**src/rtl/bcd_display_driver.sv**
```systemverilog
// bcd_display_driver: shows a 32-bit value on NDIGITS 7-seg digits as decimal (double-dabble) or raw hex
module bcd_display_driver #(
   parameter int NDIGITS  = 8,
   parameter bit BLANK_LZ = 1'b1
) (
   input  logic                 clk,
   input  logic                 rst,
   input  logic [31:0]          display,
   input  logic                 hex_mode,
   output logic [7*NDIGITS-1:0] segs,
   output logic                 busy,
   output logic                 overflow
);
   typedef enum logic [1:0] {IDLE, SHIFT, DONE} state_t;
   localparam logic [6:0] SEG [16] = '{7'h40, 7'h79, 7'h24, 7'h30, 7'h19, 7'h12, 7'h02, 7'h78,
                                       7'h00, 7'h10, 7'h08, 7'h03, 7'h46, 7'h21, 7'h06, 7'h0E};
   state_t state;
   logic [31:0] shadow_val, shift_reg;
   logic shadow_mode, shadow_valid, start, ovf_next, seen;
   logic [39:0] bcd, bcd_adj;
   logic [4:0] bit_cnt;
   logic [3:0] nib;
   logic [7*NDIGITS-1:0] segs_next;
   assign start = !shadow_valid || display != shadow_val || hex_mode != shadow_mode;
   // add-3 correction on every BCD digit ahead of the shift
   always_comb begin
      bcd_adj = bcd;
      for (int i = 0; i < 10; i++)
         bcd_adj[4*i +: 4] = (bcd[4*i +: 4] >= 4'd5) ? bcd[4*i +: 4] + 4'd3 : bcd[4*i +: 4];
   end
   // digit pick, leading-zero blanking and overflow dash pattern
   always_comb begin
      seen = 1'b0;
      nib = 4'd0;
      segs_next = '0;
      ovf_next = !shadow_mode && (|bcd[39:4*NDIGITS]);
      for (int i = NDIGITS - 1; i >= 0; i--) begin
         nib = shadow_mode ? shadow_val[4*i +: 4] : bcd[4*i +: 4];
         seen = seen || (nib != 4'd0) || (i == 0);
         segs_next[7*i +: 7] = ovf_next ? 7'h3F : (BLANK_LZ && !seen) ? 7'h7F : SEG[nib];
      end
   end
   // conversion FSM; busy, segs and overflow are all registered here
   always_ff @(posedge clk) begin
      if (rst) begin
         state        <= IDLE;
         busy         <= 1'b0;
         overflow     <= 1'b0;
         segs         <= {NDIGITS{7'h7F}};
         shadow_valid <= 1'b0;
         shadow_mode  <= 1'b0;
         shadow_val   <= '0;
         shift_reg    <= '0;
         bcd          <= '0;
         bit_cnt      <= '0;
      end else begin
         case (state)
            IDLE: if (start) begin
               shadow_val  <= display;
               shadow_mode <= hex_mode;
               shift_reg   <= display;
               bcd         <= '0;
               bit_cnt     <= '0;
               busy        <= 1'b1;
               state       <= hex_mode ? DONE : SHIFT;
            end
            SHIFT: begin
               {bcd, shift_reg} <= {bcd_adj, shift_reg} << 1;
               bit_cnt <= bit_cnt + 5'd1;
               if (bit_cnt == 5'd31) state <= DONE;
            end
            DONE: begin
               segs         <= segs_next;
               overflow     <= ovf_next;
               shadow_valid <= 1'b1;
               busy         <= 1'b0;
               state        <= IDLE;
            end
            default: begin
               busy  <= 1'b0;
               state <= IDLE;
            end
         endcase
      end
   end
endmodule

```
**config.mk**
```make
export PLATFORM = sky130hd
export DESIGN_NAME = bcd_display_driver
export DESIGN_NICKNAME = d
export VERILOG_FILES = /design/src/rtl/bcd_display_driver.sv
export SDC_FILE = /design/constraint.sdc
export NUM_CORES = 1
export LEC_CHECK = 0
export CORE_MARGIN = 4
export CORE_UTILIZATION = 48
export CTS_BUF_LIST = sky130_fd_sc_hd__clkbuf_4 sky130_fd_sc_hd__clkbuf_8
export CTS_CLUSTER_DIAMETER = 100
export CTS_CLUSTER_SIZE = 25
export DETAILED_ROUTE_END_ITERATION = 12
export GPL_TIMING_DRIVEN = 0
export PLACE_DENSITY = 0.69
export SYNTH_ARGS = -nofsm -noshare
export SYNTH_HDL_FRONTEND = slang
export SYNTH_SLANG_ARGS = --single-unit
```
**constraint.sdc**
```tcl
create_clock -name clk -period 7.06 [get_ports clk]
set_input_delay 1.412 -clock clk [delete_from_list [all_inputs] [get_ports clk]]
set_output_delay 1.412 -clock clk [all_outputs]
set_load 0.02 [all_outputs]
```
==> flow_summary_export.csv, run 1 <==
group,metric,value,unit
routing,drt_iter0_markers,659,
routing,drc,0,
global_routing,grt_use_total,23.81,%
routing,via_per_inst,5.729,
global_routing,antenna_found_initial,0,
timing,slew_headroom,17.98,%
run_status,status,"completed",
timing,fin_crit,3.586,ns
clocking,cts_tree,"built",
global_routing,grt_overflow,0,
power_and_ir_drop,power_density,200.6,nW/um^2
global_routing,grt_max_degree,17,
timing,hold_slack,0.4708,ns
clocking,clockBufferDepth,2,
synth,ys_seq_elements,171,
cells_and_area,fillers,1934,
synth,synthCells,1222,
cells_and_area,largest_register,"segs",
routing,routed_wl,28600,um
cells_and_area,final_cell_mix,"dfxtp_1 (171), nand2_1 (152), nor2_1 (144)",
power_and_ir_drop,irDropWorstVdd,139.4,uV
synth,postSynthAreaPerCell,8.128,um^2
clocking,postCtsSetupBuffers,0,
floorplanning,placement_rows,52,
synth,yosysTopAreaCellShare,34.47,%
timing,tightest_slew,1.226,ns
clocking,cts_made_buffers,17,
critical_path,crit_fanout,10,
critical_path,crit_arrival,3.99,ns
floorplanning,coreArea,20300,um^2
timing,fmax,278.9,MHz
global_routing,grt_pass1_wl,45260,um
timing,rsz0062_at_grt,"false",
cells_and_area,top_regs,"segs: 56 flops, bcd: 40 flops",
global_routing,grt_pass1_vias,8540,
synth,yosysUniqueCellTypes,65,
placement,numPortBuffers,92,
floorplanning,die_area,23060,um^2
timing,finalHoldViolCount,0,
cells_and_area,final_nets,1434,
synth,synth.largest_area_cell,"dfxtp_1",
power_and_ir_drop,cellLeakagePower,4.514,nW
floorplanning,io_pins,93,
synth,synth_seq_area_share,34.47,%
cells_and_area,largest_reg_flops,56,
timing,fin_skew,0.01262,ns
clocking,clock_insertion_delay_worst_skew,0.47,ns
clocking,cts_max_level,4,
timing,layout_worst_path_cycle_share,50.79,%
critical_path,startpoint_type,"primary input",
clocking,clk_pin_slew,0.09,ns
clocking,cts_resized,0,
synth,syn_area,9932,um^2
synth,synth_edf_count,0,
timing,setup_viol,0,
synth,synth_area_leaders,"dfxtp_1 (34%), ha_1 (8.3%), nand2_1 (5.7%)",
timing,fin_setup_tns,0,ns
cells_and_area,diodes,0,
timing,finalMaxSlewViolations,0,
synth,synthFlopType,"dfxtp_1",
floorplanning,dieWidth,151.8,um
routing,ant_nets,0,
min_path,hold_class,"reg2reg",
cells_and_area,syn_to_final_growth,16.39,%
clocking,hold_buffers,0,
routing,dr_total_vias,9252,
clocking,root_buffer,"clkbuf_8",
synth,ys_warn_count,0,
cells_and_area,fin_cells,1615,
run,drv_cap,0,
synth,syn-num-nets,1323,
clocking,cts.sinks,171,
cells_and_area,final_common_cell,"dfxtp_1",
critical_path,critPathRequiredTime,7.46,ns
synth,async_flop_share,0,%
cells_and_area,drive_above_1_share,5.948,%
placement,gp_congestion,0.9020,
routing,first_pass_iters,5,
placement,dp.cells,1584,
floorplanning,fp.dieH,151.8,um
floorplanning,start_util,48.93,%
critical_path,critPathKind,"in2reg",
placement,dp.final_hpwl,21590,um
critical_path,cp-end-kind,"flip-flop",
routing,wire_per_inst,17.71,um
## cell families (layout without fill, tap and decap cells)
logic type / Yosys count / in the layout / synth area share (%)
buffers and inverters: 119 / 242 / 5.115
flip-flops: 171 / 171 / 34.47
adder cells (fa/ha/maj): 66 / 66 / 8.314
AND/OR/NAND/NOR: 401 / 401 / 17.93
multiplexers: 67 / 67 / 7.596
XOR/XNOR: 54 / 54 / 4.837
AO/OA/AOI/OAI: 344 / 344 / 21.74
## area by class of cell
type,count,area [um^2],area share [%]
multi-input cells,932,6001,51.91
flip-flops and latches,171,3423,29.61
repair buffers,92,920.9,7.966
well taps,270,337.8,2.922
plain buffers,68,316.6,2.738
clock buffers,22,277.8,2.403
inverters,51,191.4,1.656
clock inverters,9,91.34,0.7901
## stage by stage
step	worst slack [ns]	area, um^2	utilization (%)	power (W)
3_3_place_gp	3.050	11190	55.13	0.001652
4_1_cts	3.508	11560	56.95	0.002324
6_report	3.474	11560	56.95	0.002319
2_1_floorplan	4.125	9932	-	0.001453
5_1_grt	3.303	11560	56.95	0.002415
3_5_place_dp	3.028	11190	55.13	0.001658
## worst max-delay path: stages
cell             delay, ns
clkdlybuf4s50_1       0.47
xnor2_1               0.37
nand4_1               0.24
nor4_4                0.36
a41o_1                0.26
buf_2                 0.33
buf_2                 0.34
a21oi_1               0.11
nor2_1                0.08
## routing by layer
layer	share of wire, %	global-route usage (%)	wire length [um]	vias up
li1	-	-	-	4553
met1	47	33.49	13390	4350
met2	44	37.68	12680	316
met3	6.7	4.295	1929	33
met4	2.1	6.807	599	0
met5	0	0	0	-
## power breakdown
group | switching (W) | internal, W
logic | 0.000333 | 0.000219
registers | 0.0000573 | 0.00103
clock network | 0.000374 | 0.000304
total | 0.000764 | 0.00156
## synthesized netlist by cell type, types with 6 or more instances
cell       instances
buf_2             16
nand2_1          152
o21ai_0           86
nor3_1            38
mux2_2             7
a21oi_1           86
mux2i_1           54
dfxtp_1          171
o211ai_1           8
nor2_1           144
o22ai_1            6
xor2_1            10
a2111oi_0         11
o32ai_1            6
clkbuf_1          46
nand2b_1          12
o21a_1             8
a22oi_1           42
a31oi_1           39
inv_1             51
nand3_1           21
a211oi_1          12
xnor2_1           43
ha_1              66
nand4_1            7
## path summary, 6_finish.rpt
kind | end | cells after the start | slack, ns | startpoint
worst max-delay path | bcd[20]$_SDFFE_PP0P_ | 9 | 3.47 | display[5]
worst min-delay path | bit_cnt[4]$_SDFFE_PP0P_ | 2 | 0.47 | bit_cnt[4]$_SDFFE_PP0P_
worst max register to register | segs[13]$_SDFFE_PP1N_ | 12 | 3.59 | shadow_mode$_SDFFE_PP0P_
worst min register to register | bit_cnt[4]$_SDFFE_PP0P_ | 2 | 0.47 | bit_cnt[4]$_SDFFE_PP0P_
No activity file was read; power rests on OpenSTA's default activity.
==> run 2, diff against run 1 <==
==> constraint.sdc (replaced) <==
create_clock -name clk -period 3.3 [get_ports clk]
set_input_delay 0.66 -clock clk [delete_from_list [all_inputs] [get_ports clk]]
set_output_delay 0.66 -clock clk [all_outputs]
set_load 0.02 [all_outputs]
==> run 2 against run 1 <==
Effect of this change: non-clock buffer count is 1 higher; critical path depth is 2 higher; largest power group unchanged; clock-buffer cell count stayed put; cell count hardly changed.
==> flow_summary_export.csv, run 2 (synthesis results as in run 1) <==
group,metric,value,unit
timing,finalHoldViolCount,0,
run,drv_cap,0,
placement,gp_congestion,0.9020,
routing,via_per_inst,5.704,
critical_path,startpoint_type,"flip-flop",
placement,dp.cells,1584,
power_and_ir_drop,power_density,428.1,nW/um^2
critical_path,path_cells,"buf_6 > buf_6 > buf_4 > clkbuf_4 > mux2i_2 > inv_1 > ha_1 > nand3_1 > nand2_1 > a2111oi_1 > o21ai_1",
cells_and_area,final_cell_mix,"dfxtp_1 (171), nand2_1 (152), nor2_1 (144)",
critical_path,crit_fanout,10,
timing,fin_crit,3.086,ns
cells_and_area,syn_to_final_growth,17.12,%
timing,fin_skew,0.009942,ns
min_path,hold_class,"reg2reg",
routing,first_pass_iters,5,
critical_path,crit_arrival,3.42,ns
global_routing,grt_pass1_wl,45310,um
floorplanning,coreArea,20300,um^2
run_status,status,"completed",
global_routing,grt_use_total,23.85,%
placement,dp.final_hpwl,21590,um
critical_path,max_stage_delay,0.59,ns
critical_path,cp-end-kind,"flip-flop",
critical_path,critPathKind,"reg2reg",
cells_and_area,final_nets,1435,
power_and_ir_drop,cellLeakagePower,4.529,nW
global_routing,grt_overflow,0,
clocking,clock_insertion_delay_worst_skew,0.47,ns
clocking,cts_tree,"built",
clocking,cts_made_buffers,17,
cells_and_area,diodes,0,
global_routing,grt_pass1_vias,8538,
routing,wire_per_inst,17.78,um
critical_path,r2r-end,"segs[0]$_SDFFE_PP1N_",
critical_path,worst_path_max_delay_cell,"a2111oi_1",
floorplanning,die_area,23060,um^2
timing,finalMaxSlewViolations,0,
timing,layout_worst_path_cycle_share,93.51,%
critical_path,cpMostUsedCell,"buf_6",
timing,fmax,324.1,MHz
floorplanning,fp.dieH,151.8,um
cells_and_area,final_common_cell,"dfxtp_1",
critical_path,timing.rr.start,"shadow_mode$_SDFFE_PP0P_",
power_and_ir_drop,irDropWorstVdd,302.2,uV
min_path,hold_depth,2,
critical_path,critPathRequiredTime,3.64,ns
min_path,min-delay-start,"bit_cnt[4]$_SDFFE_PP0P_",
routing,drt_iter0_markers,646,
critical_path,rrSetupSlack,0.21,ns
cells_and_area,top_regs,"segs: 56 flops, bcd: 40 flops",
clocking,clk_pin_slew,0.09,ns
cells_and_area,fin_cells,1616,
routing,drc,0,
clocking,cts_max_level,4,
cells_and_area,largest_reg_flops,56,
critical_path,reg2reg_depth,11,
timing,setup_viol,0,
floorplanning,io_pins,93,
routing,routed_wl,28740,um
cells_and_area,largest_register,"segs",
clocking,root_buffer,"clkbuf_8",
floorplanning,start_util,48.93,%
timing,slew_headroom,19.70,%
global_routing,antenna_found_initial,0,
placement,numPortBuffers,92,
clocking,clockBufferDepth,2,
min_path,holdPathEnd,"bit_cnt[4]$_SDFFE_PP0P_",
clocking,cts.sinks,171,
clocking,hold_buffers,0,
floorplanning,placement_rows,52,
global_routing,grt_max_degree,17,
routing,ant_nets,0,
cells_and_area,drive_above_1_share,6.835,%
floorplanning,dieWidth,151.8,um
routing,dr_total_vias,9217,
power_and_ir_drop,power,0.004980,W
timing,tightest_slew,1.200,ns
-- run 2: cell count changes in the layout (fill, tap and decap cells not counted), moves of 2 or more --
cell / change
mux2i_2: +2
mux2i_1: -4
clkbuf_4: +2
buf_2: -2
o21a_1: -2
o21ai_0: -2
o21a_2: +2
mux2i_4: +2
o21ai_2: +2
a2111oi_0: -2
-- run 2: worst max-delay path by stage --
| stage | from | slack, ns | depth (start not counted) | end |
|---|---|---|---|---|
| global placement | shadow_mode$_SDFFE_PP0P_ | -0.12 | 12 | segs[13]$_SDFFE_PP1N_ |
| finish | shadow_mode$_SDFFE_PP0P_ | 0.21 | 11 | segs[0]$_SDFFE_PP1N_ |
| CTS | shadow_mode$_SDFFE_PP0P_ | 0.009 | 11 | segs[0]$_SDFFE_PP1N_ |
| floorplan | shadow_mode$_SDFFE_PP0P_ | 0.53 | 12 | segs[12]$_SDFFE_PP1N_ |
| global route | shadow_mode$_SDFFE_PP0P_ | -0.02 | 12 | segs[13]$_SDFFE_PP1N_ |
| detailed placement | shadow_mode$_SDFFE_PP0P_ | -0.12 | 12 | segs[7]$_SDFFE_PP1N_ |
-- run 2: final cells by class --
type	count	area [um^2]
tap	270	337.8
timing repair buffer	93	928.4
multi-input combinational	932	6053
clock buffer	22	277.8
fill	1931	8667
buffer	68	329.1
clock inverter	9	91.34
sequential	171	3423
inverter	51	191.4
-- run 2: worst max-delay path: cells and delay by family (launching register included) --
kind / cells / cell delay, ns
adders and majority gates: 1 / 0.26
muxes: 1 / 0.48
and+or+nand+nor: 2 / 0.13
buffers and inverters: 5 / 1.02
AOI/OAI and AO/OA: 2 / 0.73
DFF: 1 / 0.34
-- run 2: metal layers --
layer  vias up  global-route usage [%]  share of wire, %
met3        37                   4.266               6.7
met2       307                   37.85                44
met1      4326                   33.45                47
li1       4547                       -                 -
met4         0                   6.849               2.2
met5         -                       0                 0
-- run 2: what timing repair did --
item / 4_1_cts / 5_1_grt
buffers inserted: 1 / 0
setup endpoints to repair: 24 / 29
gates resized for setup: 4 / 19
cloned: 0 / 0
pin swaps: 1 / 1
-- run 2: power by group --
part	switching (W)	internal, W	leakage, nW
Clock	0.000798	0.000650	0.180
Combinational	0.000719	0.000480	2.95
Sequential	0.000124	0.00221	1.40
-- run 2: per-stage QoR --
stage	worst slack (ns)	setup TNS, ns	instance area, um^2	hold slack (ns)	util, %
after floorplan	0.5309	0	9932	0.4314	-
after global placement	-0.1204	-1.122	11190	0.4488	55.13
after detailed placement	-0.1235	-1.138	11190	0.4545	55.13
after CTS	0.009454	0	11580	0.4672	57.03
after global routing	-0.01665	-0.01665	11630	0.5024	57.30
final	0.2142	0	11630	0.4700	57.30
==> run 3, diff against run 2 <==
--- a/config.mk
+++ b/config.mk
@@ -5,6 +5,7 @@
 export SDC_FILE = /design/constraint.sdc
 export NUM_CORES = 1
 export LEC_CHECK = 0
+export CAP_MARGIN = 20
 export CORE_MARGIN = 4
 export CORE_UTILIZATION = 48
 export CTS_BUF_LIST = sky130_fd_sc_hd__clkbuf_4 sky130_fd_sc_hd__clkbuf_8
==> run 3 against run 2 <==
Effect of this change: worst setup slack worse by 0.015 ns; fmax fell by 0.48%; core utilization grew 0.13 points; combinational power is essentially flat; total power increased by 2.0%.
==> flow_summary_export.csv, run 3 (synthesis results as in run 1) <==
group,metric,value,unit
global_routing,grt_overflow,0,
cells_and_area,largest_register,"segs",
critical_path,timing.rr.start,"shadow_mode$_SDFFE_PP0P_",
critical_path,critPathRequiredTime,3.63,ns
critical_path,cpLargestDelayFamily,"compound AO/OA/AOI/OAI gates",
cells_and_area,final_area,11660,um^2
power_and_ir_drop,irDropWorstVdd,284.3,uV
routing,drc,0,
floorplanning,io_pins,93,
critical_path,startpoint_type,"flip-flop",
cells_and_area,final_cell_mix,"dfxtp_1 (171), nand2_1 (152), nor2_1 (144)",
clocking,cts.sinks,171,
cells_and_area,drive_above_1_share,6.761,%
min_path,min-delay-start,"bit_cnt[4]$_SDFFE_PP0P_",
timing,fmax,322.5,MHz
timing,slew_headroom,33.33,%
timing,fin_setup_tns,0,ns
floorplanning,fp.dieH,151.8,um
clocking,hold_buffers,0,
critical_path,cp-end-kind,"flip-flop",
floorplanning,die_area,23060,um^2
timing,finalHoldViolCount,0,
run,drv_cap,0,
global_routing,grt_max_degree,20,
cells_and_area,final_common_cell,"dfxtp_1",
timing,rsz0062_at_grt,"false",
floorplanning,dieWidth,151.8,um
routing,ant_nets,0,
global_routing,grt_pass1_wl,45640,um
timing,fin_skew,0.01586,ns
run_status,status,"completed",
timing,finalMaxSlewViolations,0,
routing,first_pass_iters,5,
global_routing,antenna_found_initial,0,
global_routing,grt_pass1_vias,8581,
critical_path,critPathKind,"reg2reg",
critical_path,max_stage_delay,0.35,ns
placement,placed_cell_area,11200,um^2
placement,dp.final_hpwl,21690,um
power_and_ir_drop,power,0.005081,W
clocking,root_buffer,"clkbuf_8",
cells_and_area,top_regs,"segs: 56 flops, bcd: 40 flops",
global_routing,grt_use_total,24.02,%
clocking,clk_pin_slew,0.09,ns
min_path,hold_class,"reg2reg",
timing,hold_slack,0.4689,ns
cells_and_area,final_nets,1435,
critical_path,worst_path_max_delay_cell,"or2_2",
floorplanning,start_util,48.93,%
routing,via_per_inst,5.705,
critical_path,crit_fanout,10,
routing,dr_total_vias,9220,
cells_and_area,fin_cells,1616,
critical_path,crit_arrival,3.43,ns
timing,layout_worst_path_cycle_share,93.96,%
clocking,clock_insertion_delay_worst_skew,0.47,ns
critical_path,critPathLaunch,"shadow_mode$_SDFFE_PP0P_",
power_and_ir_drop,cellLeakagePower,4.544,nW
routing,wire_per_inst,17.76,um
critical_path,cp_num_buf_inv,4,
placement,dp.cells,1585,
timing,tightest_slew,0.9954,ns
cells_and_area,largest_reg_flops,56,
floorplanning,coreArea,20300,um^2
timing,setup_viol,0,
clocking,cts_tree,"built",
clocking,clockBufferDepth,2,
placement,numPortBuffers,92,
timing,fin_crit,3.101,ns
power_and_ir_drop,power_density,435.8,nW/um^2
cells_and_area,diodes,0,
cells_and_area,syn_to_final_growth,17.38,%
clocking,cts_max_level,4,
routing,drt_iter0_markers,631,
clocking,cts_made_buffers,17,
critical_path,path_cells,"buf_6 > buf_6 > buf_4 > buf_4 > nand2_1 > o21a_2 > ha_1 > o21ai_1 > nor3_1 > or2_2 > a221oi_1 > o211ai_1",
routing,routed_wl,28700,um
floorplanning,placement_rows,52,
placement,gp_congestion,0.9020,
## run 3: cell count changes in the layout (fill, tap and decap cells not counted), sizes merged
cell / previous run / this run
clkbuf: 69 / 68
clkinvlp: 4 / 3
buf: 22 / 23
bufinv: 1 / 2
## run 3: layout make-up
| class | count | area (um^2) |
|---|---|---|
| Inverter | 51 | 191.4 |
| Sequential cell | 171 | 3423 |
| Fill cell | 1926 | 8641 |
| Buffer | 67 | 317.8 |
| Clock inverter | 9 | 113.9 |
| Clock buffer | 22 | 284.0 |
| Tap cell | 270 | 337.8 |
| Timing Repair Buffer | 94 | 939.7 |
| Multi-Input combinational cell | 932 | 6051 |
## run 3: path summary, 6_finish.rpt
| kind | slack [ns] | depth (start not counted) | to |
|---|---|---|---|
| setup / recovery | 0.20 | 12 | segs[39]$_SDFFE_PP1N_ |
| hold reg to reg | 0.47 | 2 | bit_cnt[4]$_SDFFE_PP0P_ |
| setup reg to reg | 0.20 | 12 | segs[39]$_SDFFE_PP1N_ |
| hold / removal | 0.47 | 2 | bit_cnt[4]$_SDFFE_PP0P_ |
## run 3: what timing repair did
item	CTS	global route
resized for setup	5	13
buffers inserted	1	0
setup endpoints to repair	24	27
pin swaps	1	0
## run 3: worst reg2reg max path: stages, from the launching register on
cell	delay [ns]
dfxtp_1	0.34
buf_6	0.18
buf_6	0.18
buf_4	0.22
buf_4	0.27
nand2_1	0.09
o21a_2	0.18
ha_1	0.24
o21ai_1	0.30
nor3_1	0.20
or2_2	0.35
a221oi_1	0.28
o211ai_1	0.12
## run 3: per-layer routing
metal	wire (um)	global-route usage, %	up-vias
met5	0	0	-
met4	618	7.406	0
met3	2022	3.811	44
met2	12900	37.93	333
met1	13160	33.93	4285
li1	-	-	4558
## run 3: through the flow
step           setup slack, ns  utilization, %
5_1_grt               0.002681           57.43
6_report                0.1993           57.43
3_3_place_gp           -0.1204           55.13
4_1_cts                0.01449           57.24
2_1_floorplan           0.5309               -
3_5_place_dp           -0.1292           55.18
## run 3: report_power, final
group	switching (W)	internal, W
sequential	0.000125	0.00221
clock	0.000808	0.000739
combinational	0.000721	0.000479
total	0.00165	0.00343
